<file path="config.mk">
export PLATFORM = sky130hd
export DESIGN_NAME = led_matrix_scan
export DESIGN_NICKNAME = d
export VERILOG_FILES = /design/src/rtl/led_matrix_scan.sv
export SDC_FILE = /design/constraint.sdc
export NUM_CORES = 1
export LEC_CHECK = 0
export ABC_AREA = 1
export CAP_MARGIN = 0
export CORE_MARGIN = 8
export CORE_UTILIZATION = 30
export DETAILED_ROUTE_END_ITERATION = 7
export RECOVER_POWER = 25
export SLEW_MARGIN = 20
export SYNTH_ARGS = -nofsm -noshare
export SYNTH_HDL_FRONTEND = slang
export SYNTH_SLANG_ARGS = --single-unit
</file>
<file path="constraint.sdc">
create_clock -name clk -period 3.04 [get_ports clk]
set_clock_uncertainty 0.05 [all_clocks]
set_input_delay 0.608 -clock clk [delete_from_list [all_inputs] [get_ports clk]]
set_output_delay 0.608 -clock clk [all_outputs]
set_load 0.02 [all_outputs]
</file>
<file path="src/rtl/led_matrix_scan.sv">
// led_matrix_scan
//   Double-buffered LED matrix scanner. Holds a BPP-bit intensity per pixel in
//   two framebuffer banks. Columns are scanned one-cold and row lines are
//   PWM'd per pixel. A blanking gap at the end of each column stops ghosting.
//   Host logic writes the back bank, then requests a swap. The swap takes
//   effect at the next frame boundary and is a pointer flip, not a copy.
//
// Ports
//   clk           in   system clock
//   rst_n         in   synchronous active-low reset
//   wr_valid      in   pixel write request
//   wr_ready      out  write accepted when wr_valid & wr_ready at posedge
//   wr_row        in   pixel row
//   wr_col        in   pixel column
//   wr_data       in   pixel intensity
//   swap          in   request a back/front bank swap (pulse or level)
//   bright        in   global brightness ceiling
//   swap_pending  out  swap requested, not yet applied
//   frame_start   out  1-clock pulse on the first clock of column 0
//   rows          out  1 = pixel lit
//   cols          out  one-cold active column; all ones = blank
//
// Build option
//   LEDMX_GAMMA_EN  when defined, intensity goes through a square-law gamma
//                   curve after the brightness clamp.
//                   When undefined, the response is linear.
//
// Phase per column
//   state   | meaning
//   S_DRIVE | tk < P: active column low, rows PWM'd against tk
//   S_BLANK | tk >= P: every column high, every row low

module led_matrix_scan #(
  parameter int NROWS    = 8,
  parameter int NCOLS    = 4,
  parameter int BPP      = 4,
  parameter int PRESCALE = 3,
  parameter int DEADTIME = 2,
  localparam int ROW_W   = (NROWS > 1) ? $clog2(NROWS) : 1,
  localparam int COL_W   = (NCOLS > 1) ? $clog2(NCOLS) : 1
) (
  input  logic             clk,
  input  logic             rst_n,
  input  logic             wr_valid,
  output logic             wr_ready,
  input  logic [ROW_W-1:0] wr_row,
  input  logic [COL_W-1:0] wr_col,
  input  logic [BPP-1:0]   wr_data,
  input  logic             swap,
  input  logic [BPP-1:0]   bright,
  output logic             swap_pending,
  output logic             frame_start,
  output logic [NROWS-1:0] rows,
  output logic [NCOLS-1:0] cols
);

  localparam int P     = (1 << BPP) - 1;
  localparam int TKN   = P + DEADTIME;
  localparam int PRE_W = (PRESCALE > 1) ? $clog2(PRESCALE) : 1;
  localparam int TK_W  = $clog2(TKN);

  typedef enum logic {S_DRIVE, S_BLANK} phase_t;

  phase_t           state_q, state_n;
  logic [PRE_W-1:0] pre_q, pre_n;
  logic [TK_W-1:0]  tk_q, tk_n;
  logic [COL_W-1:0] col_q, col_n;
  logic             tick, boundary;
  logic             front_q;
  logic             disp_valid;
  logic [NROWS-1:0] rows_n;
  logic [NCOLS-1:0] cols_n;
  logic             wr_fire;

  logic [BPP-1:0] mem [2][NCOLS][NROWS];

  // Clamp to the brightness ceiling, then optionally apply the gamma curve.
  function automatic logic [BPP-1:0] eff(input logic [BPP-1:0] v,
                                         input logic [BPP-1:0] b);
    logic [BPP-1:0] m;
`ifdef LEDMX_GAMMA_EN
    localparam logic [2*BPP:0] ONE_W = 1;
    logic [2*BPP:0] mm;
    logic [2*BPP:0] sq;
`endif
    m = (v < b) ? v : b;
`ifdef LEDMX_GAMMA_EN
    mm  = {{(BPP+1){1'b0}}, m} + ONE_W;
    sq  = mm * mm - ONE_W;
    eff = BPP'(sq >> BPP);
`else
    eff = m;
`endif
  endfunction

  assign wr_ready = ~swap_pending;
  assign wr_fire  = rst_n & wr_valid & ~swap_pending &
                    (32'(wr_row) < NROWS) & (32'(wr_col) < NCOLS);

  always_comb begin
    pre_n    = pre_q;
    tk_n     = tk_q;
    col_n    = col_q;
    tick     = 1'b0;
    boundary = 1'b0;
    rows_n   = '0;
    cols_n   = '1;

    if (pre_q == PRE_W'(PRESCALE - 1)) begin
      pre_n = '0;
      tick  = 1'b1;
    end else begin
      pre_n = pre_q + 1'b1;
    end

    if (tick) begin
      if (tk_q == TK_W'(TKN - 1)) begin
        tk_n = '0;
        if (col_q == COL_W'(NCOLS - 1)) begin
          col_n    = '0;
          boundary = 1'b1;
        end else begin
          col_n = col_q + 1'b1;
        end
      end else begin
        tk_n = tk_q + 1'b1;
      end
    end

    state_n = (tk_n < TK_W'(P)) ? S_DRIVE : S_BLANK;

    // Outputs are computed from this clock's counters and registered, so
    // the pins lag the counters by one clock.
    case (state_q)
      S_DRIVE: begin
        cols_n = ~(NCOLS'(1) << col_q);
        for (int r = 0; r < NROWS; r++) begin
          rows_n[r] = disp_valid &&
                      (TK_W'(eff(mem[front_q][col_q][ROW_W'(r)], bright)) > tk_q);
        end
      end
      default: begin
        rows_n = '0;
        cols_n = '1;
      end
    endcase
  end

  always_ff @(posedge clk) begin
    if (!rst_n) begin
      state_q      <= S_DRIVE;
      pre_q        <= '0;
      tk_q         <= '0;
      col_q        <= '0;
      front_q      <= 1'b0;
      disp_valid   <= 1'b0;
      swap_pending <= 1'b0;
      frame_start  <= 1'b0;
      rows         <= '0;
      cols         <= '1;
    end else begin
      state_q     <= state_n;
      pre_q       <= pre_n;
      tk_q        <= tk_n;
      col_q       <= col_n;
      frame_start <= boundary;
      rows        <= rows_n;
      cols        <= cols_n;
      // A swap arriving on the boundary clock is not yet pending, so it
      // lands at the following boundary.
      if (boundary && swap_pending) begin
        front_q      <= ~front_q;
        swap_pending <= 1'b0;
        disp_valid   <= 1'b1;
      end else if (swap) begin
        swap_pending <= 1'b1;
      end
    end
  end

  // Framebuffer RAM is deliberately left uninitialised by reset.
  always_ff @(posedge clk) begin
    if (wr_fire) begin
      mem[~front_q][wr_col][wr_row] <= wr_data;
    end
  end

endmodule
</file>
==> impl_summary.txt <==
----------------------------------------------------
[Detailed routing]
  Wire length per cell after detailed routing ... 15.06 µm
  Post-route ant nets ... 0
  Pre-antenna DRT Iters ... 7
  DRC violations left ... 0
  Via density ... 4.657
  Starting DRC count in detailed routing ... 647
  Post-Route WL ... 17180 µm
  Via Count ... 5314

[STA]
  Final number of setup-violating endpoints ... 0
  Highest Clock Rate ... 345.3 MHz
  RSZ-0062 raised after global routing ... yes
  Final Max Tran Viols ... 99
  Slew headroom ... -0.08250
  Setup TNS ... 0 ns
  Least-Margin Pin Slew ... 1.624 ns
  Hold Slack ... ~0.37 ns
  Count of endpoints failing hold in the final timing report ... 0
  Tcrit/Tclk final ... 0.9527
  Crit path time final ... 2.896 ns

[Global routing]
  Via count of the first global-routing pass ... ~5000
  Global Route Usage Sum ... 0.1174
  First-pass GRT wire length ... 26540 µm
  Maximum number of pins on one net before global-route repair ... 49
  Initial antenna violation count ... 0
  Remaining global-route overflow ... 0

[Worst setup path]
  CP Class ... reg2reg
  Critical Path Source Type ... flip-flop
  Highest fanout seen on the critical path ... 12
  Endpoint of the most critical register-to-register path ... rows[3]
  Flop2flop setup slack ... 0.14 ns
  Critical Path End Type ... flip-flop
  Depth of the most critical reg-to-reg path ... 18
  Data arrival time of the critical path ... roughly 3.2 ns
  Worst EP required ... between 3 and 4 ns

[Placed design]
  Cells after DPL ... 1104
  IO buf count ... 31
  Half-perimeter wire length of the detailed placement result ... around 11000 µm
  Placement Cell Area ... 8189 µm²
  Routability Congestion ... 0.8213

[Floorplanning]
  IO Pins ... 32
  Area of the core ... 23470 µm²
  Floorplan die area ... 29150 µm²
  Vert. Die Dim ... approximately 170 µm
  Die boundary width ... around 170 µm
  Floorplan row count ... 56
  Initial standard-cell utilization of the core ... 0.3060

[Power]
  Leakage component of the power ... 0.003567 µW
  Power density over the cells ... just over 500 nW/µm²
  Highest ir drop seen on vdd ... roughly 370 µV

[Worst hold path]
  Cell depth of the worst min-delay path ... 1
  Hold worst-path end ... pre_q[0]
  Class of the tightest hold or removal check ... reg2reg
  Worst hold start ... pre_q[0]

[Synth]
  Cell types with the largest area share after synthesis ... edfxtp_1 (54%), nand2_1 (7.7%), ha_1 (6.8%)
  Count of cell types in the netlist ... 30
  FF+latch count, synth ... 152
  Leading area contributor after synthesis ... edfxtp_1
  Yosys top cell area share ... 0.5352
  Number of nets in the synthesized netlist ... approximately 780
  Post-Syn Area ... about 7200 µm²
  Count of warnings emitted by yosys ... 0
  Gate count after technology mapping ... 719
  Synth Area per Inst ... 9.989 µm²
  Seq/Total Area, Yosys ... 0.6021

[Clocking]
  Clock input transition at the sequential cells of the worst setup and hold paths ... 0.06 ns
  Count of H-tree levels built during CTS ... 4
  Clock network latency to the later pin of the worst-skew pair ... 0.42 ns
  Clock root cell ... clkbuf_16
  Number of buffers inserted by hold repair at cts ... 0
  Clk sink count ... 152
  TritonCTS clock tree ... yes
  Maximum buffer depth of the clock tree ... 2
  Total clock buffers created by CTS ... 17

[Outcome]
  Outcome ... complete, but fails checks
  Failing checks ... capacitance limit, slew limit

[Finish]
  Fin cells ... 1141
  Final non-filler cell area ... slightly below 9000 µm²
  Most frequent standard cell in the layout excluding fill and tap cells ... nand2_1
  Area growth, synth to finish ... 24.44%
  Fraction of the core area covered by cells at the end of the flow ... 0.3808
  Diode count ... 0
  Most frequent cells in the layout ... nand2_1 (147), edfxtp_1 (128), nor2_1 (95)
  Ratio of cells with drive above 1 in the final layout ... 0.1423
  Nets ... 865

[Run]
  Reported max-cap violation count ... 3

----------------------------------------------------
==> cell usage after synthesis, drive strengths merged <==
cell	count
o21bai	1
nor3	27
a211oi	1
a221oi	1
nand2	152
a21oi	25
nand3	41
o22ai	8
inv	72
o211ai	2
buf	22
a211o	3
clkbuf	7
dfxtp	24
a31oi	8
xor2	2
edfxtp	128
nor2	95
nor4	1
nand4	2
clkinv	3
o21ai	55
ha	39
==> how the worst max path moves through the flow <==
stage	startpoint	endpoint	slack, ns	depth (start not counted)
3_5_place_dp	bright[3]	rows[3]	0.001	14
5_1_grt	flip-flop	rows[3]	-0.04	19
6_report	flip-flop	rows[3]	0.14	18
3_3_place_gp	bright[3]	rows[3]	0.04	14
4_1_cts	col_q[0]	rows[0]	0.02	16
2_1_floorplan	col_q[0]	rows[1]	0.21	17
==> flip-flops by register name, summed over array words and instances, names as in the netlist, named ones only <==
| name | cells |
|---|---|
| mem | 128 |
| col_q | 2 |
| swap_pending | 1 |
| frame_start | 1 |
| pre_q | 2 |
| tk_q | 5 |
| rows | 5 |
| state_q | 1 |
| front_q | 1 |
| disp_valid | 1 |
| cols | 4 |
==> worst max-delay path, cell delays in order (launching register included) <==
cell	delay (ns)
dfxtp_4	0.37
inv_4	0.12
buf_12	0.15
nor2_1	0.05
o22ai_1	0.19
nand2_1	0.14
nand2_1	0.13
ha_1	0.25
a21oi_1	0.15
buf_4	0.15
nand2_1	0.08
nand2_1	0.06
nand2_1	0.05
ha_1	0.29
nand2_1	0.10
nor2_1	0.04
a211o_1	0.23
a21oi_1	0.13
nor3_1	0.05
==> layer usage <==
layer	vias to the layer above	global-route usage	routed length [µm]
met1	2529	0.1600	8295
met4	0	0.02670	68
met3	6	0.02973	1014
met5	-	0	0
met2	143	0.1848	7806
li1	2636	-	-
==> cell families (layout without fill, tap and decap cells) <==
family          after synthesis  count (layout)  synth area share
buf+inv                     104             207           0.06829
simple gates                318             318            0.1805
flops                       152             152            0.6021
compound gates              104             104           0.07875
fa+ha+maj                    39              39           0.06794
xor+xnor                      2               2          0.002439
==> power by group <==
| group | switching (µW) | internal [µW] | total (µW) |
|---|---|---|---|
| logic | 139 | 93.9 | 233 |
| registers | 13.3 | 2270 | 2280 |
| clock network | 914 | 1160 | 2070 |
==> layout make-up <==
class                           instances  area (µm²)
Clock buffer                           17       425.4
Clock inverter                         15       165.2
Timing Repair Buffer                  100       905.9
Inverter                               75       286.5
Fill cell                            2305       14540
Sequential cell                       152        4330
Tap cell                              319       399.1
Multi-Input combinational cell        463        2425
==> stage by stage <==
step | total power (µW) | setup WS, ns
detailed placement | 2555 | 0.001295
global route | 4742 | -0.03613
finish | 4589 | 0.1439
floorplan | 2442 | 0.2119
global placement | 2551 | 0.03920
CTS | 4624 | 0.02382
==> repair_timing <==
action                     4_1_cts  5_1_grt
setup buffers                    0        2
gates resized for setup          0       24
setup endpoints to repair        0        4
hold endpoints to repair         0        0
No activity file was read; power rests on OpenSTA's default activity.
